[src/rtl/xdff_scan_unload.sv]
// ---------------------------------------------------------------------------
// xdff_scan_unload
//
// This is the reader side of the xDFF storage bank. It takes a snapshot of a
// WIDTH-bit parallel word and shifts it out serially over a valid/ready link,
// sending one bit per accepted beat. It reports busy and done status to the
// controlling FSM.
//
// Handshake: a beat occurs on a rising clk0 edge when ser_valid & ser_ready.
// While ser_valid is high and ser_ready is low, ser_out and ser_valid hold
// steady. The block never drops ser_valid before the bit has been accepted.
// ser_out is 0 whenever ser_valid is 0.
//
// Ports
//   clk0        in   1      single clock, rising edge
//   Rs          in   1      synchronous reset, active-high, top priority
//   start       in   1      unload request, sampled only in IDLE
//   par_in      in   WIDTH  parallel word, captured on an accepted start
//   ser_out     out  1      current serial bit
//   ser_valid   out  1      ser_out holds a valid bit
//   ser_ready   in   1      sink accepts the bit when ser_valid & ser_ready
//   busy        out  1      high while bits are being unloaded (SHIFT)
//   done        out  1      one-cycle pulse after the last accepted beat
//   dbg_state_o out  2      current FSM state (0 IDLE, 1 SHIFT, 2 DONE)
// ---------------------------------------------------------------------------
module xdff_scan_unload #(
    parameter int WIDTH     = 8,
    parameter bit MSB_FIRST = 1'b1
) (
    input  logic             clk0,
    input  logic             Rs,
    input  logic             start,
    input  logic [WIDTH-1:0] par_in,
    output logic             ser_out,
    output logic             ser_valid,
    input  logic             ser_ready,
    output logic             busy,
    output logic             done,
    output logic [1:0]       dbg_state_o
);

    localparam int CW = $clog2(WIDTH + 1);

    typedef enum logic [1:0] {
        ST_IDLE  = 2'd0,
        ST_SHIFT = 2'd1,
        ST_DONE  = 2'd2
    } state_e;

    state_e           state_q, state_d;
    logic [WIDTH-1:0] shift_q, shift_d;
    logic [CW-1:0]    count_q, count_d;
    logic [WIDTH-1:0] shifted;

    // Move the register one place toward the output end and fill with 0.
    always_comb begin
        if (MSB_FIRST) begin
            shifted = {shift_q[WIDTH-2:0], 1'b0};
        end else begin
            shifted = {1'b0, shift_q[WIDTH-1:1]};
        end
    end

    always_ff @(posedge clk0) begin
        if (Rs) begin
            state_q <= ST_IDLE;
            shift_q <= '0;
            count_q <= '0;
        end else begin
            state_q <= state_d;
            shift_q <= shift_d;
            count_q <= count_d;
        end
    end

    always_comb begin
        state_d   = state_q;
        shift_d   = shift_q;
        count_d   = count_q;
        ser_valid = 1'b0;
        ser_out   = 1'b0;
        busy      = 1'b0;
        done      = 1'b0;

        case (state_q)
            ST_IDLE: begin
                if (start) begin
                    shift_d = par_in;
                    count_d = CW'(WIDTH);
                    state_d = ST_SHIFT;
                end
            end
            ST_SHIFT: begin
                ser_valid = 1'b1;
                busy      = 1'b1;
                ser_out   = MSB_FIRST ? shift_q[WIDTH-1] : shift_q[0];
                // ser_valid is always high here, so a beat is just ser_ready.
                if (ser_ready) begin
                    shift_d = shifted;
                    count_d = count_q - CW'(1);
                    // Leaving at count 1 keeps the counter from wrapping.
                    if (count_q == CW'(1)) begin
                        state_d = ST_DONE;
                    end
                end
            end
            ST_DONE: begin
                done    = 1'b1;
                state_d = ST_IDLE;
            end
            default: begin
                state_d = ST_IDLE;
            end
        endcase
    end

    assign dbg_state_o = state_q;

endmodule

[config.mk]
export PLATFORM = sky130hd
export DESIGN_NAME = xdff_scan_unload
export DESIGN_NICKNAME = d
export VERILOG_FILES = /design/src/rtl/xdff_scan_unload.sv
export SDC_FILE = /design/constraint.sdc
export NUM_CORES = 1
export LEC_CHECK = 0
export CORE_UTILIZATION = 50
export DETAILED_ROUTE_END_ITERATION = 10
export PLACE_DENSITY = 0.8
export SKIP_CTS_REPAIR_TIMING = 1
export SLEW_MARGIN = 0
export SYNTH_ARGS = -nofsm -noshare
export SYNTH_HDL_FRONTEND = slang
export SYNTH_SLANG_ARGS = --single-unit
[constraint.sdc]
create_clock -name clk0 -period 3.2 [get_ports clk0]
set_clock_uncertainty 0.2 [all_clocks]
set_input_delay 0.96 -clock clk0 [delete_from_list [all_inputs] [get_ports clk0]]
set_output_delay 0.96 -clock clk0 [all_outputs]
set_load 0.1 [all_outputs]
==> results of run 1 <==
==> report_power, final <==
part | internal (mW) | total (mW) | leakage, nW | switching (mW)
clock | 0.0435 | 0.0929 | 0.0138 | 0.0494
combinational | 0.0696 | 0.170 | 0.267 | 0.101
sequential | 0.194 | 0.212 | 0.116 | 0.0175
total | 0.307 | 0.475 | 0.397 | 0.167
==> final cells by class <==
| class | count | area (um2) | area share [%] |
|---|---|---|---|
| Clock buffer | 3 | 22.5 | 2.37 |
| Tap cell | 15 | 18.8 | 1.97 |
| Sequential cell | 14 | 283 | 29.7 |
| Multi-Input combinational cell | 56 | 402 | 42.2 |
| Inverter | 7 | 26.3 | 2.76 |
| Timing Repair Buffer | 18 | 200 | 21.0 |
==> cell families (layout without fill, tap and decap cells) <==
group                    count (synthesis)  after routing  share of synthesized area, %
adder cells (fa/ha/maj)                  2              2                          3.40
AO/OA/AOI/OAI                           27             27                          23.6
multiplexers                             9              9                          12.4
buffers and inverters                   14             28                          8.67
flip-flops                              14             14                          38.1
AND/OR/NAND/NOR                         18             18                          13.8
==> registers in the layout, summed over array words and instances (netlist names) <==
name	cells
shift_q	8
dbg_state_o	2
count_q	4
==> cells in the mapped netlist (2+ instances only) <==
library cell	number	share of area [%]
sky130_fd_sc_hd__o21ai_0	3	2.0
sky130_fd_sc_hd__a311oi_1	7	8.3
sky130_fd_sc_hd__dfxtp_1	14	38
sky130_fd_sc_hd__nor2_1	4	2.0
sky130_fd_sc_hd__nand2_1	3	1.5
sky130_fd_sc_hd__inv_1	4	2.0
sky130_fd_sc_hd__ha_1	2	3.4
sky130_fd_sc_hd__buf_2	3	2.0
sky130_fd_sc_hd__nor2b_1	2	1.7
sky130_fd_sc_hd__nor3b_1	3	3.1
sky130_fd_sc_hd__buf_4	2	2.0
sky130_fd_sc_hd__mux2i_1	8	11
sky130_fd_sc_hd__a21oi_1	11	7.5
sky130_fd_sc_hd__clkbuf_1	2	1.0
sky130_fd_sc_hd__inv_2	3	1.5
sky130_fd_sc_hd__or4_1	2	2.0
==> worst min-delay path, delay by kind of cell (launching register included) <==
kind | cells | cell delay, ns
AO/OA/AOI/OAI | 2 | 0.13
flip-flops | 1 | 0.32
==> through the flow <==
step / cell area [um2] / power, mW / hold slack (ns) / setup slack (ns) / utilization [%]
6_report: 952 / 0.475 / 0.297 / 0.745 / 71.4
5_1_grt: 952 / 0.506 / 0.331 / 0.673 / 71.4
4_1_cts: 952 / 0.482 / 0.305 / 0.726 / 71.4
3_5_place_dp: 930 / 0.386 / 0.288 / 0.541 / 69.7
3_3_place_gp: 930 / 0.382 / 0.279 / 0.589 / 69.7
2_1_floorplan: 748 / 0.337 / 0.254 / 0.102 / -
==> routing by layer <==
metal  vias up  part of all wire (%)
met5         -                     0
met4         0                  0.82
met3         2                   3.7
met2        13                    46
met1       302                    50
li1        337                     -
==> worst paths after layout <==
check	endpoint	slack, ns	cells past startpoint
worst min register to register	shift_q[0]$_SDFFE_PP0P_	0.30	2
worst max register to register	count_q[3]$_SDFFE_PP0P_	1.53	3
worst max-delay path	ser_out	0.74	4
worst min-delay path	shift_q[0]$_SDFFE_PP0P_	0.30	2
==> parameters.txt, run 1 <==
Parameter                              Value

Yosys
  Synthesized cell area    736 um2
  Seq cells post-synth    14
  YS warnings    0
  Async S/R FF share, synth    0%
  Number of synthesized flops with an enable pin    0
  Unique masters post-synth    27
  Mean post-synth cell area    8.76 um2
  Sequential cell area fraction in the yosys report    38.1%
  Number of cells produced by synthesis    84
  Total nets after synthesis    98
  Most common flop cell mapped by yosys    sky130_fd_sc_hd__dfxtp_1

Placed design
  Placer's final routability congestion estimate    0.797
  Port Buffers    17
  Cell count after placement    110
  Post-detailed-placement half-perimeter wirelength    1080 um

Clocking
  Cell chosen for the clock root    sky130_fd_sc_hd__clkbuf_4
  Clock tree from TritonCTS    built
  Clock latency reported for the late side of the worst-skew pair    0.27 ns
  Clock transition at the register clock pins on the worst setup and hold paths after CTS    0.08 ns
  CTS Buf Count    3
  Number of clock sinks    14
  Level count of the clock H-tree    1
  Clock Tree Buf Depth    2

Final layout
  Post-layout nets    114
  Count of inserted antenna diode cells    0
  Post-Layout Cell Count    113
  Number of filler cells placed in the layout    114
  Most used cells in the layout excluding fill and tap cells    sky130_fd_sc_hd__dfxtp_1 (12), sky130_fd_sc_hd__a21oi_1 (11), sky130_fd_sc_hd__clkdlybuf4s50_1 (11)
  Layout cells sized above 1    18.4%
  Layout Area Growth over Synthesis    29.4%
  Most frequent standard cell in the layout excluding fill and tap cells    sky130_fd_sc_hd__dfxtp_1

Global route
  First-pass GRT wire length    2380 um
  Initial antenna violation count    0
  Busiest layer in global routing    met2
  Met1 track utilization from global routing    29.7%
  Maximum number of pins on one net before global-route repair    17
  M3 GR Usage    8.33%
  GR Layer Usage met2    34.5%
  GRT Residual Overflow    0
  Total global-route track usage    22.8%
  Vias in the first global route    529

Floorplan
  Die Width    40.4 um
  Area of the core    1330 um2
  Placement row count    13
  I/O pins    18
  Die outline height    40.4 um
  Starting density of the core    55.2%
  Total Die Area    1630 um2

Worst setup path
  Reg-to-reg critical path startpoint    count_q[0]$_SDFFE_PP0P_
  Worst EP required    2.04 ns
  Buf/Inv on CP    2
  Setup crit start kind    register
  Worst path max stage delay    0.45 ns
  Delay-heaviest family, CP    flip-flops
  WP data arrival    1.30 ns
  Slowest library cell on the worst path    sky130_fd_sc_hd__dfxtp_2
  Kind of critical path    reg -> out
  Cell-by-cell trace of the critical path    nand2b_1 > inv_2 > and2_4 > buf_12
  First element of the critical path    dbg_state_o[0]$_SDFFE_PP0P_
  Critical path fanouts, max    10
  CP endpoint kind    output port

Timing
  Total of endpoints with negative setup slack in the final report    0
  Post-layout minimum cycle time    2.46 ns
  Setup repair after global routing missed its margin    false
  Max-slew violations    0
  Tcrit/Tclk final    76.7%
  Achievable Freq    0.407 GHz
  Final hold violation count    0
  Relative slew slack    62.2%
  Transition time of the tightest slew-check pin    0.566 ns
  Final-layout setup total negative slack    0 ns

Detailed routing
  Residual DRC count    0
  Detailed-route vias per instance    5.79
  DRT Pass-1 Iters    3
  WL per Instance    13.0 um
  Final antenna-violating net count    0
  Starting DRT DRC Count    10
  Routed vias    654
  Final Routed Wirelength    1470 um

Outcome
  Result of the run    finished, final reports clean

Power and ir drop
  Total power per unit cell area    498 nW/um2
  Cell leakage power    0.397 nW
  Worst supply voltage drop on vdd    0.512 mV

Worst hold path
  Hold path startpoint    shift_q[0]$_SDFFE_PP0P_
  Path category of the worst min-delay check    reg -> reg

Job
  Max-capacitance violation count    0
No activity file was read; power rests on OpenSTA's default activity.
==> run 2: changes to the inputs <==
--- a/config.mk
+++ b/config.mk
@@ -5,9 +5,9 @@
 export SDC_FILE = /design/constraint.sdc
 export NUM_CORES = 1
 export LEC_CHECK = 0
-export CORE_UTILIZATION = 50
+export CORE_UTILIZATION = 47
 export DETAILED_ROUTE_END_ITERATION = 10
-export PLACE_DENSITY = 0.8
+export PLACE_DENSITY = 0.76
 export SKIP_CTS_REPAIR_TIMING = 1
 export SLEW_MARGIN = 0
 export SYNTH_ARGS = -nofsm -noshare
==> constraint.sdc (replaced) <==
create_clock -name clk0 -period 2.55 [get_ports clk0]
set_clock_uncertainty 0.2 [all_clocks]
set_input_delay 0.765 -clock clk0 [delete_from_list [all_inputs] [get_ports clk0]]
set_output_delay 0.765 -clock clk0 [all_outputs]
set_load 0.1 [all_outputs]
==> run 2 against run 1 <==
Effect of this change:
- cell area up 3.5%
- global-route usage down 1.0 points
- via count up 2.1%
- non-clock buffer count up 1
- clock-buffer cell count up 1
- sequential cell count unchanged
- clock power up 44%
- utilization down 0.076 points
- sequential power up 25%
- critical path type unchanged
- critical endpoint unchanged
- highest routed layer unchanged
==> parameters.txt, run 2 (same netlist as run 1, synthesis figures left out) <==
Parameter                              Value

Clocking
  Clock Tree Buf Depth    2 (unchanged)
  Level count of the clock H-tree    1 (unchanged)
  Number of clock sinks    14 (unchanged)
  Clock latency reported for the late side of the worst-skew pair    0.29 ns (+0.02 ns)
  Clock tree from TritonCTS    built
  CTS Buf Count    3 (unchanged)
  Clock transition at the register clock pins on the worst setup and hold paths after CTS    0.09 ns (about the same)
  Cell chosen for the clock root    sky130_fd_sc_hd__clkbuf_4

Placed design
  Cell count after placement    111 (+0.91%)
  Cell area reported after detailed placement    960 um2 (+3.2%)
  Placer's final routability congestion estimate    0.834 (+4.6%)
  Minimum setup slack after placement    0.130 ns (-0.411 ns)
  Post-detailed-placement half-perimeter wirelength    1120 um (+3.4%)
  Port Buffers    17 (unchanged)

Global route
  Total global-route track usage    21.8% (-1.0 points)
  First-pass GRT wire length    2880 um (+21%)
  Initial antenna violation count    0 (unchanged)
  Maximum number of pins on one net before global-route repair    17 (unchanged)
  GRT Residual Overflow    0 (unchanged)
  Vias in the first global route    625 (+18%)

Timing
  Final-layout setup total negative slack    0 ns (unchanged)
  Total of endpoints with negative setup slack in the final report    0 (unchanged)
  Post-layout minimum cycle time    2.28 ns
  Tcrit/Tclk final    89.3%
  Max-slew violations    0 (unchanged)
  Relative slew slack    66.8% (+4.6 points)
  Setup repair after global routing missed its margin    false
  Final hold violation count    0 (unchanged)
  Transition time of the tightest slew-check pin    0.497 ns (-0.0691 ns)
  Setup slack of the critical path after layout    0.273 ns (-0.472 ns)
  Worst-case hold slack    0.289 ns (-0.00843 ns)
  Achievable Freq    0.439 GHz

Floorplan
  Die outline height    41.6 um (+3.0%)
  I/O pins    18 (unchanged)
  Area of the core    1380 um2 (+3.7%)
  Starting density of the core    53.2% (-1.9 points)
  Die Width    41.6 um (+3.0%)
  Placement row count    13 (unchanged)
  Total Die Area    1730 um2 (+6.1%)

Detailed routing
  Final Routed Wirelength    1560 um (+6.3%)
  Routed vias    668 (+2.1%)
  Final antenna-violating net count    0 (unchanged)
  WL per Instance    13.6 um (+4.5%)
  Residual DRC count    0 (unchanged)
  DRT Pass-1 Iters    4 (+1)
  Starting DRT DRC Count    8 (-2)
  Detailed-route vias per instance    5.81 (+0.36%)

Final layout
  Layout Area Growth over Synthesis    34.0%
  Post-Layout Cell Count    115 (+1.8%)
  Count of inserted antenna diode cells    0 (unchanged)
  Layout cells sized above 1    19.0% (+0.63 points)
  Final design area excluding fillers    986 um2 (+3.5%)
  Number of flip-flops under the largest register name    8 (unchanged)
  Most frequent standard cell in the layout excluding fill and tap cells    sky130_fd_sc_hd__dfxtp_1
  Final core utilization    71.3% (-0.076 points)
  Most used cells in the layout excluding fill and tap cells    sky130_fd_sc_hd__dfxtp_1 (12), sky130_fd_sc_hd__a21oi_1 (11), sky130_fd_sc_hd__clkdlybuf4s50_1 (11)
  Post-layout nets    115 (+0.88%)
  Top register by number of flip-flops    shift_q

Worst setup path
  First element of the critical path    dbg_state_o[1]$_SDFFE_PP0P_
  Kind of critical path    reg -> out
  WP data arrival    1.31 ns (about the same)
  Reg-to-reg critical path startpoint    count_q[0]$_SDFFE_PP0P_
  CP endpoint kind    output port
  Setup crit start kind    register
  Critical path fanouts, max    11 (+1)
  Worst EP required    1.59 ns (-0.45 ns)

Power and ir drop
  Total power    0.619 mW (+30%)
  Cell leakage power    0.406 nW (+2.2%)
  Worst supply voltage drop on vdd    0.399 mV (-22%)
  Total power per unit cell area    628 nW/um2 (+26%)

Worst hold path
  Path category of the worst min-delay check    reg -> reg
  Hold path startpoint    shift_q[0]$_SDFFE_PP0P_

Outcome
  Result of the run    finished, final reports clean

Job
  Max-capacitance violation count    0 (unchanged)
run 2: cell types whose count changed in the layout (fill, tap and decap cells not counted):
cell / delta
sky130_fd_sc_hd__dfxtp_4: +2
sky130_fd_sc_hd__inv_6: +1
sky130_fd_sc_hd__inv_2: -1
sky130_fd_sc_hd__buf_12: +1
sky130_fd_sc_hd__clkbuf_1: +1
sky130_fd_sc_hd__dfxtp_2: -2
run 2: layer usage:
metal	share of wire [%]	vias to the layer above	routed length, um	global-route usage (%)
met5	0	-	0	0
met2	43	14	665	30.6
met4	3.1	0	48	13.5
met1	51	307	800	30.5
li1	-	342	-	-
met3	3.0	5	47	3.91
run 2: final cells by class:
cell class | instances | area, um2
Inverter | 7 | 31.3
Fill cell | 117 | 397
Sequential cell | 14 | 288
Clock buffer | 4 | 26.3
Tap cell | 15 | 18.8
Timing Repair Buffer | 19 | 220
Multi-Input combinational cell | 56 | 402
run 2: worst paths after layout:
check                                                to  slack, ns  cells after the start
worst max-delay path                            ser_out       0.27                      4
worst min-delay path            shift_q[0]$_SDFFE_PP0P_       0.29                      2
worst max register to register  count_q[3]$_SDFFE_PP0P_       0.87                      3
worst min register to register  shift_q[0]$_SDFFE_PP0P_       0.29                      2
run 2: power by group:
group	switching, mW	internal (mW)	leakage [nW]
Clock	0.0732	0.0608	0.0150
Sequential	0.0222	0.243	0.117
Combinational	0.129	0.0909	0.274
Total	0.225	0.395	0.406
run 2: critical path, stage by stage, from the launching register on:
cell                       delay [ns]
sky130_fd_sc_hd__dfxtp_4         0.39
sky130_fd_sc_hd__nand2b_1        0.22
sky130_fd_sc_hd__inv_6           0.10
sky130_fd_sc_hd__and2_4          0.15
sky130_fd_sc_hd__buf_12          0.16
